<file path="src/rtl/arbitro_memoria_onchip.sv">
// arbitro_memoria_onchip
// Round-robin arbiter that shares one on-chip memory port (Qsys style
// read/write/address/writedata + op_complete) among NUM_SOLICITANTES requesters.
// One request is latched at a time; the winner gets read data and a one-cycle
// listo pulse when the memory reports completion.
// Optional build macro ARBITRO_PRIORIDAD_FIJA_EN: fixed priority (lowest index
// wins, no rotating pointer). Ports and timing are identical in both builds.
module arbitro_memoria_onchip #(
  parameter int NUM_SOLICITANTES     = 4,
  parameter int BITS_MEMORY_DATA     = 32,
  parameter int BITS_ADDR_MEM_ONCHIP = 14
) (
  input  logic                                             clk,
  input  logic                                             reset,
  input  logic [NUM_SOLICITANTES-1:0]                      solicitud,
  input  logic [NUM_SOLICITANTES-1:0]                      escritura,
  input  logic [NUM_SOLICITANTES*BITS_ADDR_MEM_ONCHIP-1:0] direccion,
  input  logic [NUM_SOLICITANTES*BITS_MEMORY_DATA-1:0]     dato_escritura,
  output logic [NUM_SOLICITANTES-1:0]                      listo,
  output logic [BITS_MEMORY_DATA-1:0]                      dato_lectura,
  output logic [NUM_SOLICITANTES-1:0]                      concesion,
  input  logic                                             op_complete_mem,
  input  logic [BITS_MEMORY_DATA-1:0]                      data_mem,
  output logic                                             read_mem,
  output logic                                             write_mem,
  output logic [BITS_ADDR_MEM_ONCHIP-1:0]                  address_mem,
  output logic [BITS_MEMORY_DATA-1:0]                      write_data_mem
);

  localparam int PTR_W = $clog2(NUM_SOLICITANTES);

  localparam logic [1:0] REPOSO = 2'd0;
  localparam logic [1:0] ACCESO = 2'd1;
  localparam logic [1:0] FIN    = 2'd2;

  localparam logic [NUM_SOLICITANTES-1:0] UNO_HOT = NUM_SOLICITANTES'(1);

  logic [1:0]                      r_estado;
  logic [NUM_SOLICITANTES-1:0]     r_concesion;
  logic [NUM_SOLICITANTES-1:0]     r_listo;
  logic [BITS_MEMORY_DATA-1:0]     r_dato_lectura;
  logic                            r_read;
  logic                            r_write;
  logic [BITS_ADDR_MEM_ONCHIP-1:0] r_direccion;
  logic [BITS_MEMORY_DATA-1:0]     r_dato_escritura;

  logic                            w_hay_solicitud;
  logic [PTR_W-1:0]                w_ganador;
  logic                            w_escritura_sel;
  logic [BITS_ADDR_MEM_ONCHIP-1:0] w_direccion_sel;
  logic [BITS_MEMORY_DATA-1:0]     w_dato_sel;

`ifdef ARBITRO_PRIORIDAD_FIJA_EN

  // Fixed priority: downward scan so the lowest set index is the last writer.
  always_comb begin
    // NOTE: every variable gets a default before any conditional write, so no
    // path leaves it unassigned and no latch is inferred.
    w_hay_solicitud = 1'b0;
    w_ganador       = '0;
    for (int i = NUM_SOLICITANTES - 1; i >= 0; i--) begin
      if (solicitud[i]) begin
        w_hay_solicitud = 1'b1;
        w_ganador       = PTR_W'(i);
      end
    end
  end

`else

  logic [PTR_W-1:0] r_puntero;
  logic [PTR_W-1:0] r_indice;
  logic [PTR_W-1:0] w_pos;

  // Round robin: scan offsets downward from pointer+N-1 to pointer+0 so the
  // first set bit at or after the pointer is the one that sticks.
  always_comb begin
    w_hay_solicitud = 1'b0;
    w_ganador       = '0;
    w_pos           = '0;
    for (int i = NUM_SOLICITANTES - 1; i >= 0; i--) begin
      w_pos = PTR_W'((int'(r_puntero) + i) % NUM_SOLICITANTES);
      if (solicitud[w_pos]) begin
        w_hay_solicitud = 1'b1;
        w_ganador       = w_pos;
      end
    end
  end

  // Remember the owner and advance the pointer past it once its access is done.
  always_ff @(posedge clk or posedge reset) begin
    if (reset) begin
      r_indice  <= '0;
      r_puntero <= '0;
    end else begin
      if (r_estado == REPOSO && w_hay_solicitud) begin
        r_indice <= w_ganador;
      end
      if (r_estado == ACCESO && op_complete_mem) begin
        r_puntero <= (r_indice == PTR_W'(NUM_SOLICITANTES - 1)) ? '0 : r_indice + 1'b1;
      end
    end
  end

`endif

  // Select the winner's operation, address and write-data slices.
  always_comb begin
    w_escritura_sel = 1'b0;
    w_direccion_sel = '0;
    w_dato_sel      = '0;
    for (int i = 0; i < NUM_SOLICITANTES; i++) begin
      if (w_ganador == PTR_W'(i)) begin
        w_escritura_sel = escritura[i];
        w_direccion_sel = direccion[i*BITS_ADDR_MEM_ONCHIP +: BITS_ADDR_MEM_ONCHIP];
        w_dato_sel      = dato_escritura[i*BITS_MEMORY_DATA +: BITS_MEMORY_DATA];
      end
    end
  end

  // Access sequencer: REPOSO grants, ACCESO holds the command, FIN pulses listo.
  always_ff @(posedge clk or posedge reset) begin
    // NOTE: sequential state uses non-blocking assignments so every register
    // samples pre-edge values, regardless of statement order.
    if (reset) begin
      r_estado         <= REPOSO;
      r_concesion      <= '0;
      r_listo          <= '0;
      r_dato_lectura   <= '0;
      r_read           <= 1'b0;
      r_write          <= 1'b0;
      r_direccion      <= '0;
      r_dato_escritura <= '0;
    end else begin
      case (r_estado)
        REPOSO: begin
          if (w_hay_solicitud) begin
            r_concesion      <= UNO_HOT << w_ganador;
            r_read           <= ~w_escritura_sel;
            r_write          <= w_escritura_sel;
            r_direccion      <= w_direccion_sel;
            r_dato_escritura <= w_escritura_sel ? w_dato_sel : '0;
            r_estado         <= ACCESO;
          end
        end
        ACCESO: begin
          if (op_complete_mem) begin
            if (r_read) begin
              r_dato_lectura <= data_mem;
            end
            r_read   <= 1'b0;
            r_write  <= 1'b0;
            r_listo  <= r_concesion;
            r_estado <= FIN;
          end
        end
        FIN: begin
          r_listo     <= '0;
          r_concesion <= '0;
          r_estado    <= REPOSO;
        end
        default: begin
          r_estado <= REPOSO;
        end
      endcase
    end
  end

  assign listo          = r_listo;
  assign dato_lectura   = r_dato_lectura;
  assign concesion      = r_concesion;
  assign read_mem       = r_read;
  assign write_mem      = r_write;
  assign address_mem    = r_direccion;
  assign write_data_mem = r_dato_escritura;

endmodule

</file>
<file path="config.mk">
export PLATFORM = sky130hd
export DESIGN_NAME = arbitro_memoria_onchip
export DESIGN_NICKNAME = d
export VERILOG_FILES = /design/src/rtl/arbitro_memoria_onchip.sv
export SDC_FILE = /design/constraint.sdc
export NUM_CORES = 1
export LEC_CHECK = 0
export CORE_AREA = 3 3 138 140
export CTS_CLUSTER_DIAMETER = 200
export DETAILED_ROUTE_END_ITERATION = 6
export DIE_AREA = 0 0 141 143
export REMOVE_ABC_BUFFERS = 1
export SYNTH_ARGS = -nofsm -noshare
export SYNTH_HDL_FRONTEND = slang
export SYNTH_SLANG_ARGS = --single-unit
</file>
<file path="constraint.sdc">
create_clock -name clk -period 6 [get_ports clk]
set_input_delay 0.9 -clock clk [delete_from_list [all_inputs] [get_ports clk]]
set_output_delay 0.9 -clock clk [all_outputs]
set_load 0.03 [all_outputs]
</file>
==> results_dict.tcl <==
set metrics [dict create \
    status "finished clean" \
    io_pins 315 \
    power.share.clock_pct 15.2 \
    cts_hold_buf 0 \
    dr_total_vias 5222 \
    die-area_um2 20200 \
    worstPathMaxFanout 18 \
    cts_inserted_buffers 9 \
    fin_nets 1067 \
    chipHeight_um 143 \
    finalSetupViolCount 0 \
    grt_pass1_vias 5276 \
    stdcell_count 1073 \
    grt_busiest_layer "met2" \
    path_class "in2reg" \
    pwr-share-seq_pct 27.4 \
    grt_max_degree 82 \
    grt_remaining_overflow 0 \
    synth-seq-area-share_pct 47.4 \
    min_period_over_period_pct 60.3 \
    routed_wirelength_mm 18.9 \
    cp.arrival_ns 3.90 \
    tns_ns 0 \
    worst_pin_slew_ns 0.935 \
    place_congestion 0.796 \
    ys_ff_latch 94 \
    dp_hpwl_mm 13.6 \
    postCtsSetupBuffers 0 \
    critPathRequiredTime_ns 6.28 \
    use_met1_pct 22.7 \
    ys_warn_count 0 \
    drv_cap 0 \
    place_inst 1057 \
    fillers 1806 \
    ys.flop_type "dfrtp_1" \
    pre_cts_slack_ns 1.98 \
    p_sw_w 0.00174 \
    ant_nets 0 \
    fin_crit_ns 3.62 \
    grt_pass1_wl_mm 29.1 \
    clock.fmax_mhz 276 \
    setup_ws_ns 2.38 \
    combPwrFrac_pct 57.5 \
    port_buffers 314 \
    start_util_pct 27.6 \
    postSynth.asyncResetShare_pct 100 \
    slew_viol_final 0 \
    wl_per_cell_um 17.6 \
    met2_usage_pct 31.8 \
    cts_resized 0 \
    first_iter_violations 234 \
    routed_via_density 4.87 \
    p_per_area_nw_per_um2 460 \
    end_kind "flop" \
    drive_above_1_share_pct 8.53 \
    rows 49 \
    hold_path.class "reg2reg" \
    clk_pin_slew_ns 0.07 \
    holdWs_ns 0.481 \
    drt_first_pass_iters 4 \
    switching_share_pct 43.9 \
    relSlewSlack_pct 37.1 \
    cts_buffer_depth 2 \
    vdd_drop_max_uv 270 \
    avgSynthCellArea_um2 9.07 \
    hold_viol_final 0 \
    ys_types 40 \
    synth_edf_count 0 \
    drc_errors 0 \
    root_buffer "clkbuf_16" \
    grt_antenna_before_repair 0 \
    cts.sinks 94 \
    die_x_um 141 \
    areaGrowthSynthToFinish_pct 73.2 \
    use_met3_pct 4.09 \
    clock_latency_ns 0.35 \
    p_leak_nw 3.52 \
    diodes 0 \
    p_int_w 0.00222 \
    core_area_um2 18000 \
    netlist_area_um2 4960 \
    cp-start-kind "primary input" \
    cts-htree-levels 3 \
    synthCells 547 \
    rsz0062_at_grt "no" \
    grt_usage_pct 18.2 \
    skew_ns 0.00983 \
    cts_tree "done" \
]
-- worst paths after layout --
| path | from | endpoint | slack [ns] | cells after the start |
|---|---|---|---|---|
| max | solicitud[3] | write_data_mem[0] | 2.38 | 8 |
| min | address_mem[5] | address_mem[5] | 0.48 | 2 |
| max reg2reg | r_puntero[0] | write_data_mem[0] | 3.13 | 7 |
| min reg2reg | address_mem[5] | address_mem[5] | 0.48 | 2 |
| max in group asynchronous | reset | dato_lectura[22] | 3.94 | 3 |
| min in group asynchronous | reset | dato_lectura[29] | 1.06 | 2 |
-- sequential cells by signal, summed over array words and instances (netlist names) --
| register | cells |
|---|---|
| r_indice | 2 |
| write_data_mem | 32 |
| concesion | 4 |
| read_mem | 1 |
| r_estado | 2 |
| r_puntero | 2 |
| dato_lectura | 32 |
| address_mem | 14 |
| write_mem | 1 |
| listo | 4 |
-- logic make-up (layout without fill, tap and decap cells) --
kind of cell	count (synthesis)	count (layout)	synth area share (%)
adders and majority gates	1	1	0.252
AOI/OAI and AO/OA	117	117	17.9
DFF	94	94	47.4
muxes	38	38	8.60
and+or+nand+nor	251	251	21.7
buffers and inverters	46	343	4.16
-- stage by stage --
| step | area [um2] | power (W) | util (%) |
|---|---|---|---|
| 6_report | 8600 | 0.00395 | 47.9 |
| 4_1_cts | 8600 | 0.00401 | 47.9 |
| 5_1_grt | 8600 | 0.00422 | 47.9 |
| 2_1_floorplan | 4770 | 0.00239 | - |
| 3_3_place_gp | 8290 | 0.00338 | 46.2 |
| 3_5_place_dp | 8290 | 0.00340 | 46.2 |
-- placed cells by master, fill, tap and decap left out, types with 4 or more instances in the layout --
cell type,netlist,layout
clkdlybuf4s50_1,0,314
nand2_1,155,155
dfrtp_1,94,94
nand3_1,68,68
mux2_2,37,37
a32o_1,32,32
o21ai_0,31,31
a21oi_1,18,18
nor2_1,11,11
buf_4,1,10
clkbuf_16,0,9
a22o_1,5,5
a221oi_1,5,5
nor2b_1,4,4
nor3_1,4,4
o31ai_1,4,4
-- Yosys cell counts, drive strengths merged, types with 11 or more instances --
| cell type | count | area [um2] |
|---|---|---|
| o21ai | 31 | 155 |
| clkbuf | 24 | 90.1 |
| dfrtp | 94 | 2350 |
| buf | 19 | 105 |
| nand3 | 68 | 340 |
| a32o | 32 | 320 |
| a21oi | 18 | 90.1 |
| mux2 | 37 | 417 |
| nor2 | 11 | 41.3 |
| nand2 | 155 | 582 |
-- critical path, cell delays in order --
cell and delay (ns):
clkdlybuf4s50_1 0.67, nor2b_1 0.09, o21a_1 0.23, or3_2 0.49
mux2i_1 0.19, a211oi_4 0.73, buf_4 0.38, a32o_1 0.21
-- layout make-up --
cell class	instances	area [um2]	share of cell area (%)
well taps	229	287	3.33
repair buffers	324	3220	37.4
flip-flops and latches	94	2350	27.4
clock buffers	9	225	2.62
clock inverters	7	80.1	0.932
multi-input cells	407	2420	28.2
inverters	3	13.8	0.160
-- power groups by stage --
| stage | clock (W) | combinational (W) | sequential, W |
|---|---|---|---|
| after CTS | 0.000621 | 0.00231 | 0.00109 |
| after global placement | 0 | 0.00229 | 0.00109 |
| after global routing | 0.000648 | 0.00244 | 0.00113 |
| after detailed placement | 0 | 0.00230 | 0.00110 |
| after floorplan | 0 | 0.000785 | 0.00160 |
| final | 0.000599 | 0.00227 | 0.00108 |
-- per-layer routing --
| layer | vias to the layer above | part of all wire (%) |
|---|---|---|
| met5 | - | 0 |
| met4 | 0 | 1.8 |
| met3 | 19 | 6.2 |
| met2 | 181 | 50 |
| met1 | 2486 | 42 |
| li1 | 2536 | - |
(Power assumes the default switching activity.)
